===== src/rtl/exu_ctrl_pkg.sv =====
// Shared types and constants for the execute-stage sequencing controller.
package exu_ctrl_pkg;

  typedef enum logic [2:0] {
    ST_IDLE     = 3'd0,
    ST_MUL      = 3'd1,
    ST_LSU_REQ  = 3'd2,
    ST_LSU_WAIT = 3'd3,
    ST_DONE     = 3'd4,
    ST_DRAIN    = 3'd5
  } state_e;

  typedef enum logic [1:0] {
    CLS_ALU = 2'd0,
    CLS_MUL = 2'd1,
    CLS_MEM = 2'd2
  } cls_e;

  localparam int MUL_CYCLES_MAX = 16;
  localparam int MUL_CNT_W      = $clog2(MUL_CYCLES_MAX);

  // Memory class wins when both class flags are set.
  function automatic cls_e decode_class(input logic is_mem, input logic is_mul);
    if (is_mem)      return CLS_MEM;
    else if (is_mul) return CLS_MUL;
    else             return CLS_ALU;
  endfunction

endpackage


===== src/rtl/exu_mul_timer.sv =====
// Loadable down-counter with zero flag, timing the MUL occupancy of the stage.
module exu_mul_timer
  import exu_ctrl_pkg::*;
(
  input  logic                 clock,
  input  logic                 reset,
  input  logic                 load_i,
  input  logic [MUL_CNT_W-1:0] load_val_i,
  input  logic                 dec_i,
  input  logic                 clr_i,
  output logic                 zero_o
);

  logic [MUL_CNT_W-1:0] cnt_q, cnt_d;

  always_comb begin
    cnt_d = cnt_q;
    if (clr_i)
      cnt_d = '0;
    else if (load_i)
      cnt_d = load_val_i;
    else if (dec_i && (cnt_q != '0))
      cnt_d = cnt_q - MUL_CNT_W'(1);
  end

  always_ff @(posedge clock) begin
    if (reset) cnt_q <= '0;
    else       cnt_q <= cnt_d;
  end

  assign zero_o = (cnt_q == '0);

endmodule


===== src/rtl/exu_ctrl.sv =====
// Execute-stage sequencer: accepts from IDU, times ALU/MUL/LSU work, hands results to WBU.
module exu_ctrl
  import exu_ctrl_pkg::*;
#(
  parameter int MUL_CYCLES = 4,
  parameter int CNT_W      = 32
) (
  input  logic             clock,
  input  logic             reset,
  input  logic             idu_valid_i,
  output logic             exu_ready_o,
  input  logic             is_mem_i,
  input  logic             is_mul_i,
  output logic             we_o,
  output logic             lsu_req_valid_o,
  input  logic             lsu_req_ready_i,
  input  logic             lsu_resp_valid_i,
  output logic             wbu_valid_o,
  input  logic             wbu_ready_i,
  input  logic             flush_i,
  output logic             busy_o,
  output logic [CNT_W-1:0] retired_cnt_o
);

  state_e           state_q, state_d;
  logic [CNT_W-1:0] cnt_q, cnt_d;

  cls_e   cls;
  state_e accept_state;
  logic   ready, accept, req_vld, wbu_vld, retire;
  logic   tmr_load, tmr_dec, tmr_clr, tmr_zero;

  always_comb begin
    cls    = decode_class(is_mem_i, is_mul_i);
    ready  = !flush_i && ((state_q == ST_IDLE) || ((state_q == ST_DONE) && wbu_ready_i));
    accept = idu_valid_i && ready;
    case (cls)
      CLS_MEM: accept_state = ST_LSU_REQ;
      CLS_MUL: accept_state = ST_MUL;
      default: accept_state = ST_DONE;
    endcase
  end

  always_comb begin
    state_d  = state_q;
    req_vld  = 1'b0;
    wbu_vld  = 1'b0;
    retire   = 1'b0;
    tmr_load = accept && (cls == CLS_MUL);
    tmr_dec  = 1'b0;
    tmr_clr  = 1'b0;
    case (state_q)
      ST_IDLE: begin
        if (flush_i) begin
          tmr_clr = 1'b1;
        end else if (accept) begin
          state_d = accept_state;
        end
      end
      ST_MUL: begin
        if (flush_i) begin
          state_d = ST_IDLE;
          tmr_clr = 1'b1;
        end else if (tmr_zero) begin
          state_d = ST_DONE;
        end else begin
          tmr_dec = 1'b1;
        end
      end
      ST_LSU_REQ: begin
        // A request already taken by the LSU must still be drained after a flush.
        req_vld = !(flush_i && !lsu_req_ready_i);
        if (flush_i)
          state_d = lsu_req_ready_i ? ST_DRAIN : ST_IDLE;
        else if (lsu_req_ready_i)
          state_d = ST_LSU_WAIT;
      end
      ST_LSU_WAIT: begin
        if (flush_i)
          state_d = lsu_resp_valid_i ? ST_IDLE : ST_DRAIN;
        else if (lsu_resp_valid_i)
          state_d = ST_DONE;
      end
      ST_DONE: begin
        if (flush_i) begin
          state_d = ST_IDLE;
          tmr_clr = 1'b1;
        end else begin
          wbu_vld = 1'b1;
          if (wbu_ready_i) begin
            retire  = 1'b1;
            state_d = accept ? accept_state : ST_IDLE;
          end
        end
      end
      ST_DRAIN: begin
        if (lsu_resp_valid_i)
          state_d = ST_IDLE;
      end
      default: begin
        state_d = ST_IDLE;
        tmr_clr = 1'b1;
      end
    endcase
  end

  always_comb begin
    cnt_d = cnt_q;
    if (retire)
      cnt_d = cnt_q + CNT_W'(1);
  end

  always_ff @(posedge clock) begin
    if (reset) begin
      state_q <= ST_IDLE;
      cnt_q   <= '0;
    end else begin
      state_q <= state_d;
      cnt_q   <= cnt_d;
    end
  end

  exu_mul_timer u_mul_timer (
    .clock      (clock),
    .reset      (reset),
    .load_i     (tmr_load),
    .load_val_i (MUL_CNT_W'(MUL_CYCLES - 1)),
    .dec_i      (tmr_dec),
    .clr_i      (tmr_clr),
    .zero_o     (tmr_zero)
  );

  // Every output reads zero for as long as reset is held.
  assign exu_ready_o     = !reset && ready;
  assign we_o            = !reset && accept;
  assign lsu_req_valid_o = !reset && req_vld;
  assign wbu_valid_o     = !reset && wbu_vld;
  assign busy_o          = !reset && (state_q != ST_IDLE);
  assign retired_cnt_o   = reset ? '0 : cnt_q;

endmodule


===== config.mk =====
export PLATFORM = sky130hd
export DESIGN_NAME = exu_ctrl
export DESIGN_NICKNAME = d
export VERILOG_FILES = /design/src/rtl/exu_ctrl_pkg.sv /design/src/rtl/exu_mul_timer.sv /design/src/rtl/exu_ctrl.sv
export SDC_FILE = /design/constraint.sdc
export NUM_CORES = 1
export LEC_CHECK = 0
export CORE_MARGIN = 1.5
export CORE_UTILIZATION = 48
export DETAILED_ROUTE_END_ITERATION = 7
export DONT_BUFFER_PORTS = 1
export GPL_TIMING_DRIVEN = 1
export MAX_ROUTING_LAYER = met4
export PLACE_DENSITY = 0.73
export SETUP_SLACK_MARGIN = 0.1
export SYNTH_ARGS = -nofsm -noshare
export SYNTH_HDL_FRONTEND = slang
export SYNTH_HIERARCHICAL = 1
export SYNTH_SLANG_ARGS = --single-unit
export TNS_END_PERCENT = 50

===== constraint.sdc =====
create_clock -name clock -period 2.8 [get_ports clock]
set_input_delay 0.56 -clock clock [delete_from_list [all_inputs] [get_ports clock]]
set_output_delay 0.56 -clock clock [all_outputs]
set_load 0.02 [all_outputs]

==> impl_metrics.json <==
{
  "grt_usage_pct": 17.57,
  "nets": 295,
  "numCtsBuffers": 5,
  "layout_min_cycle_time_ns": 2.308,
  "yosysSeqAreaShare_pct": 32.70,
  "postCtsSetupRepairBufs": 0,
  "cts_sinks": 39,
  "die-area_um2": 5406,
  "cts.htree.levels": 2,
  "clock_latency_ns": 0.29,
  "synth.avg_cell_area_um2": 8.289,
  "die_x_um": 73.53,
  "outcome": "finished clean",
  "synth_cells": 288,
  "worst_pin_slew_ns": 0.6283,
  "utilization_pct": 53.00,
  "critical_path.endpoint_type": "output pin",
  "first_iter_violations": 69,
  "cts_tree": "done",
  "cts_resized": 0,
  "clkTransAtPathRegs_ns": 0.07,
  "via_per_inst": 5.359,
  "area_growth_pct": 5.556,
  "initial_core_util_pct": 50.21,
  "power_leakage_nw": 0.8265,
  "grt_pass1_vias": 1609,
  "peakVddDrop_v": 0.0002998,
  "syn_area_um2": 2387,
  "reg2reg_depth": 5,
  "synth_edf_count": 0,
  "diodes": 0,
  "fin_skew_ns": 0.005867,
  "min_period_over_period_pct": 82.42,
  "numPortBuffers": 0,
  "top_usage_layer": "met2",
  "avgRoutedWirePerCell_um": 12.77,
  "fp.dieH_um": 73.53,
  "max_cap_viol_count": 0,
  "vias": 1881,
  "fin_tns_setup_ns": 0,
  "first_pass_iters": 4,
  "maxSlewViolCount": 0,
  "met2_usage_pct": 27.83,
  "worst_hold_slack_ns": 0.3326,
  "cts_hold_buffers": 0,
  "grt.overflow.total": 0,
  "grt_antenna_before_repair": 0,
  "clockBufferDepth": 2,
  "grt_use_met3_pct": 5.350,
  "crit_fanout": 11,
  "drc": 0,
  "grt_start_max_net_pins": 74,
  "synth-main-ff-cell": "dfxtp_1",
  "core_area_um2": 4755,
  "post-dp-hpwl_um": 3213,
  "dp_cells": 344,
  "hold_violations": 0,
  "start_kind": "flop",
  "io_pins": 46,
  "fmax_ghz": 0.4333,
  "gp_congestion": 0.7670,
  "setup_viol": 0,
  "hold-path-cell-count": 1,
  "final_cells": 351,
  "yosysWarnings": 6,
  "powerDensity_nw_per_um2": 535.2,
  "grt_pass1_wl_um": 7258,
  "rrSetupSlack_ns": 0.64,
  "wl_um": 4483,
  "grt_setup_unrepaired": "no",
  "crit_type": "reg2out",
  "synth-seq-cells": 39,
  "min_path_type": "in2reg",
  "grt.met1_usage_pct": 21.64,
  "clockRootBuffer": "clkbuf_8",
  "crit_arrival_ns": 1.75,
  "drive_gt1_share_pct": 11.27,
  "num_rows": 25,
  "cp.required_ns": 2.24,
  "maxSlewHeadroom_pct": 57.79,
  "async_flop_share_pct": 0,
  "antenna_left": 0,
  "ys_types": 53
}
[synthesized netlist by cell type (2+ instances only)]
| cell type | instances | area [um^2] |
|---|---|---|
| a211oi_1 | 2 | 15.01 |
| a21oi_1 | 9 | 45.04 |
| a221oi_1 | 3 | 26.28 |
| and2_1 | 3 | 18.77 |
| and3_1 | 2 | 12.51 |
| and4_1 | 5 | 43.79 |
| buf_1 | 2 | 7.510 |
| buf_2 | 4 | 20.02 |
| buf_6 | 2 | 22.52 |
| clkbuf_1 | 7 | 26.28 |
| conb_1 | 2 | 7.510 |
| dfxtp_1 | 39 | 780.8 |
| ha_1 | 2 | 25.02 |
| inv_1 | 11 | 41.29 |
| mux2_1 | 3 | 33.78 |
| mux2i_1 | 3 | 30.03 |
| nand2_1 | 14 | 52.55 |
| nand3_1 | 11 | 55.05 |
| nand3b_1 | 2 | 15.01 |
| nand4_1 | 7 | 43.79 |
| nand4_4 | 2 | 42.54 |
| nor2_1 | 43 | 161.4 |
| nor2b_1 | 34 | 212.7 |
| nor3_1 | 6 | 30.03 |
| nor3_2 | 7 | 70.07 |
| nor3b_1 | 3 | 22.52 |
| nor4_2 | 2 | 25.02 |
| nor4b_1 | 2 | 17.52 |
| o21ai_0 | 9 | 45.04 |
| or3_1 | 3 | 18.77 |
| xnor2_1 | 19 | 166.4 |
| xor2_1 | 4 | 35.03 |
[routing by layer]
metal,wire length (um),up-vias
met5,0,-
met4,42,0
met3,218,5
li1,-,975
met2,2119,40
met1,2103,861
[through the flow]
stage | total power [mW] | instance area [um^2] | worst slack, ns
floorplan | 0.9010 | 2395 | 0.5264
global placement | 0.9123 | 2417 | 0.6714
detailed placement | 0.9111 | 2417 | 0.5963
CTS | 1.363 | 2520 | 0.4899
global route | 1.426 | 2520 | 0.3535
finish | 1.349 | 2520 | 0.4922
[final timing paths]
| path | from | end |
|---|---|---|
| max | state_q[1] | we_o |
| min | reset | cnt_q[29] |
| max reg2reg | state_q[1] | cnt_q[28] |
| min reg2reg | u_mul_timer/cnt_q[1] | u_mul_timer/cnt_q[1] |
[cell type report]
class	count	area, um^2
fill	465	2235
multi-input combinational	224	1491
sequential	39	780.7
tap	67	83.83
clock buffer	6	72.57
inverter	12	46.29
clock inverter	1	30.03
timing repair buffer	2	15.01
[critical path: stages, from the launching register on]
cell	delay [ns]
dfxtp_1	0.42
nor2_1	0.25
o21ai_0	0.16
or2_2	0.31
nor2_1	0.31
[flip-flops by register name (all words and copies together), names as in the netlist]
register,cells
cnt_q,32
u_mul_timer/cnt_q,4
state_q,3
[report_power, final]
part	internal [mW]	switching, mW
Clock	0.261	0.186
Sequential	0.577	0.0523
Combinational	0.118	0.154
[kinds of logic (layout without fill, tap and decap cells)]
kind of cell,after synthesis,count (layout),share of synthesized area (%)
other cells,2,4,0.3146
flops,39,39,32.70
xor+xnor,23,23,8.438
compound gates,32,32,8.648
fa+ha+maj,2,2,1.048
mux,7,7,3.145
buf+inv,27,21,5.136
simple gates,156,156,40.57
[cells in the final DEF (no fill, tap or decap), types with 7 or more instances in the layout]
master	netlist	final
nand4_1	7	7
a21oi_1	9	9
o21ai_0	9	9
nand3_1	11	11
inv_1	11	11
nor2_1	43	43
nor3_2	7	7
nor2b_1	34	34
dfxtp_1	39	39
nand2_1	14	14
xnor2_1	19	19
No activity file was read; power rests on OpenSTA's default activity.
